File: config.mk
export PLATFORM = sky130hd
export DESIGN_NAME = imem_fetch_port
export DESIGN_NICKNAME = d
export VERILOG_FILES = /design/src/rtl/imem_fetch_port.sv
export SDC_FILE = /design/constraint.sdc
export NUM_CORES = 2
export LEC_CHECK = 0
export CAP_MARGIN = 20
export CORE_MARGIN = 2
export CORE_UTILIZATION = 40
export DETAILED_ROUTE_END_ITERATION = 10
export DONT_BUFFER_PORTS = 1
export HOLD_SLACK_MARGIN = 0.03
export PLACE_DENSITY = 0.53
export SYNTH_ARGS = -nofsm -noshare
export SYNTH_HDL_FRONTEND = slang
export SYNTH_SLANG_ARGS = --single-unit
File: constraint.sdc
create_clock -name clk_i -period 6.8 [get_ports clk_i]
set_input_delay 0.68 -clock clk_i [delete_from_list [all_inputs] [get_ports clk_i]]
set_output_delay 0.68 -clock clk_i [all_outputs]
set_load 0.05 [all_outputs]
File: src/rtl/imem_fetch_port.sv
// ---------------------------------------------------------------------------
// imem_fetch_port
//   Parametrised instruction memory. It sits between the PC/fetch stage and
//   decode, and has two ports:
//     - a registered, valid/ready fetch port (latency 1, one fetch per cycle)
//     - a streaming program-load port that fills memory from word 0 upward
//   The block has two modes. In RUN, fetches are served. In LOAD, the memory
//   is being written and fetch is disabled. A faulting fetch returns NOP_WORD
//   with a fault code.
//
// Ports
//   clk_i, rst_i        clock, synchronous active-high reset
//   req_valid_i/ready_o fetch request handshake; req_pc_i is a byte address
//   rsp_valid_o/ready_i fetch response handshake
//   rsp_instr_o         fetched word, or NOP_WORD on fault
//   rsp_pc_o            PC that produced the response
//   rsp_fault_o         2'b00 ok, 2'b01 misaligned, 2'b10 out of range
//   prog_start_i        enter (or restart) LOAD, write pointer back to 0
//   prog_valid_i/data_i word to store at the write pointer
//   prog_done_i         leave LOAD
//   prog_count_o        words written in the current or last load
//   prog_err_o          sticky overflow flag for the current or last load
//   busy_load_o         high while in LOAD
// ---------------------------------------------------------------------------
module imem_fetch_port #(
   parameter int                 XLEN     = 32,
   parameter int                 DEPTH    = 64,
   parameter int                 AW       = $clog2(DEPTH),
   parameter logic [XLEN-1:0]    NOP_WORD = 32'h00000013
) (
   input  logic            clk_i,
   input  logic            rst_i,
   // fetch request
   input  logic            req_valid_i,
   output logic            req_ready_o,
   input  logic [XLEN-1:0] req_pc_i,
   // fetch response
   output logic            rsp_valid_o,
   input  logic            rsp_ready_i,
   output logic [XLEN-1:0] rsp_instr_o,
   output logic [XLEN-1:0] rsp_pc_o,
   output logic [1:0]      rsp_fault_o,
   // program load
   input  logic            prog_start_i,
   input  logic            prog_valid_i,
   input  logic [XLEN-1:0] prog_data_i,
   input  logic            prog_done_i,
   output logic [AW:0]     prog_count_o,
   output logic            prog_err_o,
   output logic            busy_load_o
);

   typedef enum logic {S_RUN = 1'b0, S_LOAD = 1'b1} state_e;

   localparam logic [1:0]  FLT_OK  = 2'b00;
   localparam logic [1:0]  FLT_MIS = 2'b01;
   localparam logic [1:0]  FLT_OOR = 2'b10;
   localparam logic [AW:0] FULL_W  = (AW+1)'(DEPTH);

   state_e            state_q, state_d;

   logic [XLEN-1:0]   mem_q [DEPTH];

   // The write pointer and the word count are the same quantity. The pointer
   // stops at DEPTH, which is why it is one bit wider than a word index.
   logic [AW:0]       ptr_q, ptr_d;
   logic              err_q, err_d;
   logic              full;
   logic              wr_en;

   logic              rsp_valid_q, rsp_valid_d;
   logic [XLEN-1:0]   rsp_instr_q, rsp_instr_d;
   logic [XLEN-1:0]   rsp_pc_q,    rsp_pc_d;
   logic [1:0]        rsp_fault_q, rsp_fault_d;

   logic              accept;
   logic              misaligned;
   logic              out_of_range;

   // ------------------------------------------------------------------------
   // FSM: state register
   // ------------------------------------------------------------------------
   always_ff @(posedge clk_i) begin
      if (rst_i) state_q <= S_RUN;
      else       state_q <= state_d;
   end

   // ------------------------------------------------------------------------
   // FSM: next state. If prog_start and prog_done arrive together in LOAD,
   // prog_start wins and the load restarts.
   // ------------------------------------------------------------------------
   always_comb begin
      state_d = state_q;
      unique case (state_q)
         S_RUN:  if (prog_start_i) state_d = S_LOAD;
         S_LOAD: begin
            if      (prog_start_i) state_d = S_LOAD;
            else if (prog_done_i)  state_d = S_RUN;
         end
         default: state_d = S_RUN;
      endcase
   end

   // ------------------------------------------------------------------------
   // FSM: outputs. req_ready does not wait on req_valid, so an upstream stage
   // can use it directly to decide whether to advance.
   // ------------------------------------------------------------------------
   always_comb begin
      busy_load_o = (state_q == S_LOAD);
      req_ready_o = (state_q == S_RUN) && (!rsp_valid_q || rsp_ready_i);
   end

   // ------------------------------------------------------------------------
   // Program load. A restart in the same cycle as prog_valid drops the word,
   // because the pointer is rewound on that edge.
   // ------------------------------------------------------------------------
   assign full  = (ptr_q == FULL_W);
   assign wr_en = !rst_i && (state_q == S_LOAD) && prog_valid_i &&
                  !prog_start_i && !full;

   always_comb begin
      ptr_d = ptr_q;
      err_d = err_q;
      if (prog_start_i) begin
         ptr_d = '0;
         err_d = 1'b0;
      end else if (state_q == S_LOAD && prog_valid_i) begin
         if (full) err_d = 1'b1;
         else      ptr_d = ptr_q + 1'b1;
      end
   end

   always_ff @(posedge clk_i) begin
      if (rst_i) begin
         ptr_q <= '0;
         err_q <= 1'b0;
      end else begin
         ptr_q <= ptr_d;
         err_q <= err_d;
      end
   end

   // Storage is not reset. A reset in the middle of a load keeps the words
   // that were already written.
   always_ff @(posedge clk_i) begin
      if (wr_en) mem_q[ptr_q[AW-1:0]] <= prog_data_i;
   end

   assign prog_count_o = ptr_q;
   assign prog_err_o   = err_q;

   // ------------------------------------------------------------------------
   // Fetch. Out-of-range is decided on every PC bit above the word index, so
   // high addresses never alias back into the array.
   // ------------------------------------------------------------------------
   assign accept       = req_valid_i && req_ready_o;
   assign misaligned   = |req_pc_i[1:0];
   assign out_of_range = |req_pc_i[XLEN-1:AW+2];

   always_comb begin
      rsp_valid_d = rsp_valid_q;
      rsp_instr_d = rsp_instr_q;
      rsp_pc_d    = rsp_pc_q;
      rsp_fault_d = rsp_fault_q;
      if (accept) begin
         rsp_valid_d = 1'b1;
         rsp_pc_d    = req_pc_i;
         if (misaligned) begin
            rsp_instr_d = NOP_WORD;
            rsp_fault_d = FLT_MIS;
         end else if (out_of_range) begin
            rsp_instr_d = NOP_WORD;
            rsp_fault_d = FLT_OOR;
         end else begin
            rsp_instr_d = mem_q[req_pc_i[AW+1:2]];
            rsp_fault_d = FLT_OK;
         end
      end else if (rsp_ready_i) begin
         // Drained with nothing new: drop valid, keep the data fields.
         rsp_valid_d = 1'b0;
      end
   end

   always_ff @(posedge clk_i) begin
      if (rst_i) begin
         rsp_valid_q <= 1'b0;
         rsp_instr_q <= NOP_WORD;
         rsp_pc_q    <= '0;
         rsp_fault_q <= FLT_OK;
      end else begin
         rsp_valid_q <= rsp_valid_d;
         rsp_instr_q <= rsp_instr_d;
         rsp_pc_q    <= rsp_pc_d;
         rsp_fault_q <= rsp_fault_d;
      end
   end

   assign rsp_valid_o = rsp_valid_q;
   assign rsp_instr_o = rsp_instr_q;
   assign rsp_pc_o    = rsp_pc_q;
   assign rsp_fault_o = rsp_fault_q;

endmodule
======== Yosys cells after proc, flatten, opt, wreduce, memory -nomap -nowiden ========
Memory sizes are Yosys's and may differ from the RTL's.
Cells that the tools add are included.
operators by class
  $add $sub $neg .......................... 1
  equal/unequal tests ..................... 1
  muxes and demuxes ....................... 12
  bitwise logic cells ..................... 2
  reductions and logical operators ........ 18
operator list
  operator                                                       number
  32-bit two-way mux                                             2
  24-bit OR reduction                                            1
  7-bit by 1-bit adder with 7-bit output, second input constant  1
  7-bit equality test, second input constant                     1
  1-bit logical AND                                              7
  1-bit two-way mux                                              7
  1-bit zero test                                                4
  2-bit two-way mux                                              2
  2-bit AND reduction                                            2
  2-bit OR reduction                                             2
  1-bit inverter                                                 2
  1-bit case mux with 2 select lines                             1
  2-bit nonzero test                                             1
  1-bit logical OR                                               1
storage, ports and cells
  register bits ........................... 76
  bits in writable memories ............... 2048
  input port bits ......................... 71
  output and inout port bits .............. 77
  logic and storage cells ................. 42
  memories ................................ 1
memory list
  name   depth  width  rd ports  clocked after Yosys merged registers in  wr ports  RTL line  RTL
  mem_q  64     32     1         0                                        1         62        logic [XLEN-1:0] mem_q [DEPTH];

======== Longest topological paths before layout ========
  depth after elaboration ................. 7
  gate-level depth with buffers ........... 10
  gate-level depth less buffers ........... 7

======== Least setup slack after synthesis ========
OpenSTA, ideal clock, no wires.
  path type ............................... reg-to-reg
  start ................................... register ptr_q[1], in the netlist prog_count_o[1]
  end ..................................... memory mem_q[63][0] (enable)
  library setup time ...................... 461 ps
  data arrival time ....................... 3918 ps
  data required time ...................... 6339 ps
  setup slack ............................. 2422 ps
  cell stages (with the launch flop) ...... 8
  buffers on the path ..................... 1
  period minus slack after synthesis ...... 4378 ps
  cells stage by stage .................... dfxtp_1 inv_1 ha_1 nand4b_1 and3_1 buf_2 nand4_1 nor3_1
between the ends
  word-level cells in the longest chain between the ends .. 5
ends and longest elaborated chain
  item                                     RTL line  RTL
  start: declaration                       66        logic [AW:0] ptr_q, ptr_d;
  start signal: assignment                 138       ptr_q <= ptr_d;
  7-bit equality test                      117       assign full = (ptr_q == FULL_W);
  1-bit zero test                          119       !prog_start_i && !full;
  1-bit logical AND                        119
  1-bit two-way mux                        146       if (wr_en) mem_q[ptr_q[AW-1:0]] <= prog_data_i;
  1-bit two-way mux (implied by the code)  146
  end: declaration                         62
Several ways; a longest one is shown, not always the timed one.

======== Final worst setup path ========
  start ................................... register ptr_q[1], in the netlist prog_count_o[1]
  end ..................................... memory mem_q[46][16] (enable)
Same word-level chain as after synthesis.

==> impl_metrics.toml <==
[status]
status = "finished, violations left"
violations_in_the_final_reports = "max-slew violations"

[floorplanning]
die_h_um = 455
floorplan.io_pins = 148
core.rowCount = 165
die_w_um = 455
core-area_sq_um = 202000
start_util_pct = 40.3
die_area_sq_um = 207000

[yosys]
synth_top_family_by_area = "multiplexers"
synth-seq-cells = 2124
synth_adder_area_share_pct = 0.0307
synth_simple_gate_area_share_pct = 3.02
synth_area_sq_um = 81400
mappedNetlistNets = 4155
yosys.area_share.xor_xnor_pct = 0.0430
synth_area_leader_cell = "sky130_fd_sc_hd__edfxtp_1"
postSynth.asyncResetShare_pct = 0
dominantRegCellSynth = "sky130_fd_sc_hd__edfxtp_1"
avgSynthCellArea_sq_um = 20.0
netlist_top_cells_area = "sky130_fd_sc_hd__edfxtp_1 76%, sky130_fd_sc_hd__mux4_2 9.8%, sky130_fd_sc_hd__mux2i_1 3.5%, sky130_fd_sc_hd__dfxtp_1 1.9%, sky130_fd_sc_hd__nand2_1 1.5%"
yosysWarningCount = 0
synthesis.instances = 4082
synth-compound-area-share_pct = 3.85
synth_top_area_share_pct = 75.5
synth_edf_count = 2048
synth.distinct_cells = 59
synth-seq-area-share_pct = 77.4
muxShareOfSynthArea_pct = 14.1

[setup_path]
setup.worst_path.end_class = "register"
crit_path_start_kind = "register"
path_max_fanout = 32
critical_path_required_ns = 7.25
worst_ep_arrival_time_ns = 4.78
path_class = "register to register"

[finish]
layout.nets = 4300
final_cell_mix = "2048 x sky130_fd_sc_hd__edfxtp_1, 354 x sky130_fd_sc_hd__mux4_2, 327 x sky130_fd_sc_hd__nand2_1"
final.fill_count = 16907
area_overhead_of_the_layout_relative_to_synthesis_pct = 14.6
mostFrequentLayoutCell = "sky130_fd_sc_hd__edfxtp_1"
area.sequential_sq_um = 63000
finish.utilization_pct = 46.1
fin_cells = 7087
layout-drive-gt1-share_pct = 21.1
multi_input_area_sq_um = 17600

[drt]
detailedRoute.firstIterationViolations = 5377
average_wire_length_per_cell_after_detail_routing_um = 34.5
wl_mm = 244
via_per_inst = 5.92
detail_route.drc_violations = 0
route.vias.total = 41944
ant_nets = 0
drtPass1Iterations = 6

[grt]
via_count_of_the_first_global_routing_pass = 40233
antenna_found_initial = 7
global_route.overflow_total = 0
grt_start_max_net_pins = 539
global_route.usage.total_pct = 23.4
wire_length_of_the_first_global_routing_pass_mm = 334

[clock_network]
worst_setup_hold_path_clk_slew_ns = 0.06
cts_hold_repair.buffers = 63
clockBufferDepth = 3
cts-buffers-inserted = 213
clock-sinks = 2124
latest_clock_arrival_within_the_worst_skew_pair_ns = 0.85
cts_root_buf = "sky130_fd_sc_hd__clkbuf_16"
number_of_h_tree_branching_levels = 4
cts_repair_resize_count = 0
tritoncts_clock_tree = "built"
postCtsSetupBuffers = 0

[flow_run]
maxCapViolCount = 0

[sta]
finalMaxSlewViolations = 373
worst_slew_pin_slew_ns = 2.15
slew_headroom_pct = -43.6
setup_violations = 0
timing.fmax_ghz = 0.231
setup_repair_after_global_routing_missed_its_margin = "no"
layout_worst_path_cycle_share_pct = 63.6
tmin_final_ns = 4.32
hold_viol_final = 0
totalNegativeSetupSlack_ns = 0
finClkSkew_ns = 0.0398

[placed_design]
place_congestion = 0.904
placed_cells_incl_taps = 6595
io_buffers = 0
post-dp-hpwl_mm = 141

[power_and_ir_drop]
seq_power_share_pct = 53.1
power.share.clock_pct = 42.4
net_sw_power_mw = 5.86
power.static_leakage_nw = 29.4
worst_ir_drop_vdd_mv = 0.266
pwr_density_cell_nw_per_um2 = 291
int_pwr_mw = 21.3
p_comb_share_pct = 4.5
switching_share_pct = 21.6

[hold_path]
hp-class = "input pin to register"
## registers in the layout, indices dropped and copies added, names as in the netlist
register / cells
mem_q: 2048
rsp_valid_o: 1
rsp_pc_o: 32
prog_count_o: 7
rsp_instr_o: 32
rsp_fault_o: 2
prog_err_o: 1
busy_load_o: 1
## synth_stat cells (26+ instances only)
cell,n
sky130_fd_sc_hd__edfxtp_1,2048
sky130_fd_sc_hd__mux4_2,354
sky130_fd_sc_hd__nand2_1,328
sky130_fd_sc_hd__mux2i_1,287
sky130_fd_sc_hd__a21oi_1,119
sky130_fd_sc_hd__nor2_1,110
sky130_fd_sc_hd__buf_2,83
sky130_fd_sc_hd__dfxtp_1,76
sky130_fd_sc_hd__o221ai_1,72
sky130_fd_sc_hd__clkbuf_1,66
sky130_fd_sc_hd__buf_4,59
sky130_fd_sc_hd__mux2_2,53
sky130_fd_sc_hd__o21ai_0,50
sky130_fd_sc_hd__a221oi_1,44
sky130_fd_sc_hd__a211oi_1,26
## stage by stage
step / area (sq um) / hold slack [ns] / total power [mW] / setup WS, ns
6_report: 93400 / 0.106 / 27.1 / 2.48
5_1_grt: 93300 / 0.0783 / 27.8 / 2.36
4_1_cts: 92800 / 0.0377 / 27.2 / 2.41
3_5_place_dp: 84800 / 0.685 / 15.4 / 2.39
3_3_place_gp: 84500 / 0.681 / 15.4 / 2.49
2_1_floorplan: 81400 / 0.662 / 15.3 / 2.42
## layer usage
metal / global-route usage (%) / vias to the layer above / part of all wire, %
li1: - / 17145 / -
met1: 33.2 / 22602 / 42
met2: 36.5 / 1848 / 47
met3: 4.39 / 349 / 7.9
met4: 7.60 / 0 / 3.5
met5: 0 / - / 0
## final timing paths
kind                               end  slack (ns)  depth (start not counted)                    startpoint
min           rsp_pc_o[3]$_SDFFE_PP0P_        0.11                          2                         rst_i
min reg2reg  rsp_pc_o[22]$_SDFFE_PP0P_        0.70                          2     rsp_pc_o[22]$_SDFFE_PP0P_
max reg2reg    mem_q[46][16]$_DFFE_PP_        2.48                          7  prog_count_o[1]$_SDFFE_PP0P_
max            mem_q[46][16]$_DFFE_PP_        2.48                          7  prog_count_o[1]$_SDFFE_PP0P_
## final cells by class
class                      instances  share of cell area (%)
sequential                      2124                    67.5
multi-input combinational       1713                    18.9
clock buffer                     279                    6.13
tap                             2672                    3.58
timing repair buffer             167                    2.70
clock inverter                   114                    1.16
inverter                           8                  0.0322
antenna                           10                  0.0268
## worst max-delay path: stages (launching register included)
cell	delay, ns
sky130_fd_sc_hd__dfxtp_1	0.92
sky130_fd_sc_hd__inv_1	0.15
sky130_fd_sc_hd__ha_1	0.22
sky130_fd_sc_hd__nand4b_1	0.12
sky130_fd_sc_hd__and3_1	0.38
sky130_fd_sc_hd__and3_1	0.30
sky130_fd_sc_hd__nand3_2	0.66
sky130_fd_sc_hd__nor2_4	1.14
## power by group through the flow
stage | Clock [mW] | Sequential [mW] | Combinational (mW)
floorplan | 0 | 14.7 | 0.652
global placement | 0 | 14.7 | 0.774
detailed placement | 0 | 14.7 | 0.776
CTS | 11.7 | 14.4 | 1.14
global route | 12.2 | 14.4 | 1.25
finish | 11.5 | 14.4 | 1.23
## logic make-up (layout without fill, tap and decap cells)
| logic type | after synthesis | in the layout |
|---|---|---|
| compound gates | 444 | 444 |
| xor+xnor | 4 | 4 |
| fa+ha+maj | 2 | 2 |
| buf+inv | 245 | 568 |
| flops | 2124 | 2124 |
| mux | 694 | 694 |
| other cells | 0 | 10 |
| simple gates | 569 | 569 |
Power figures use the tool's default switching activity.
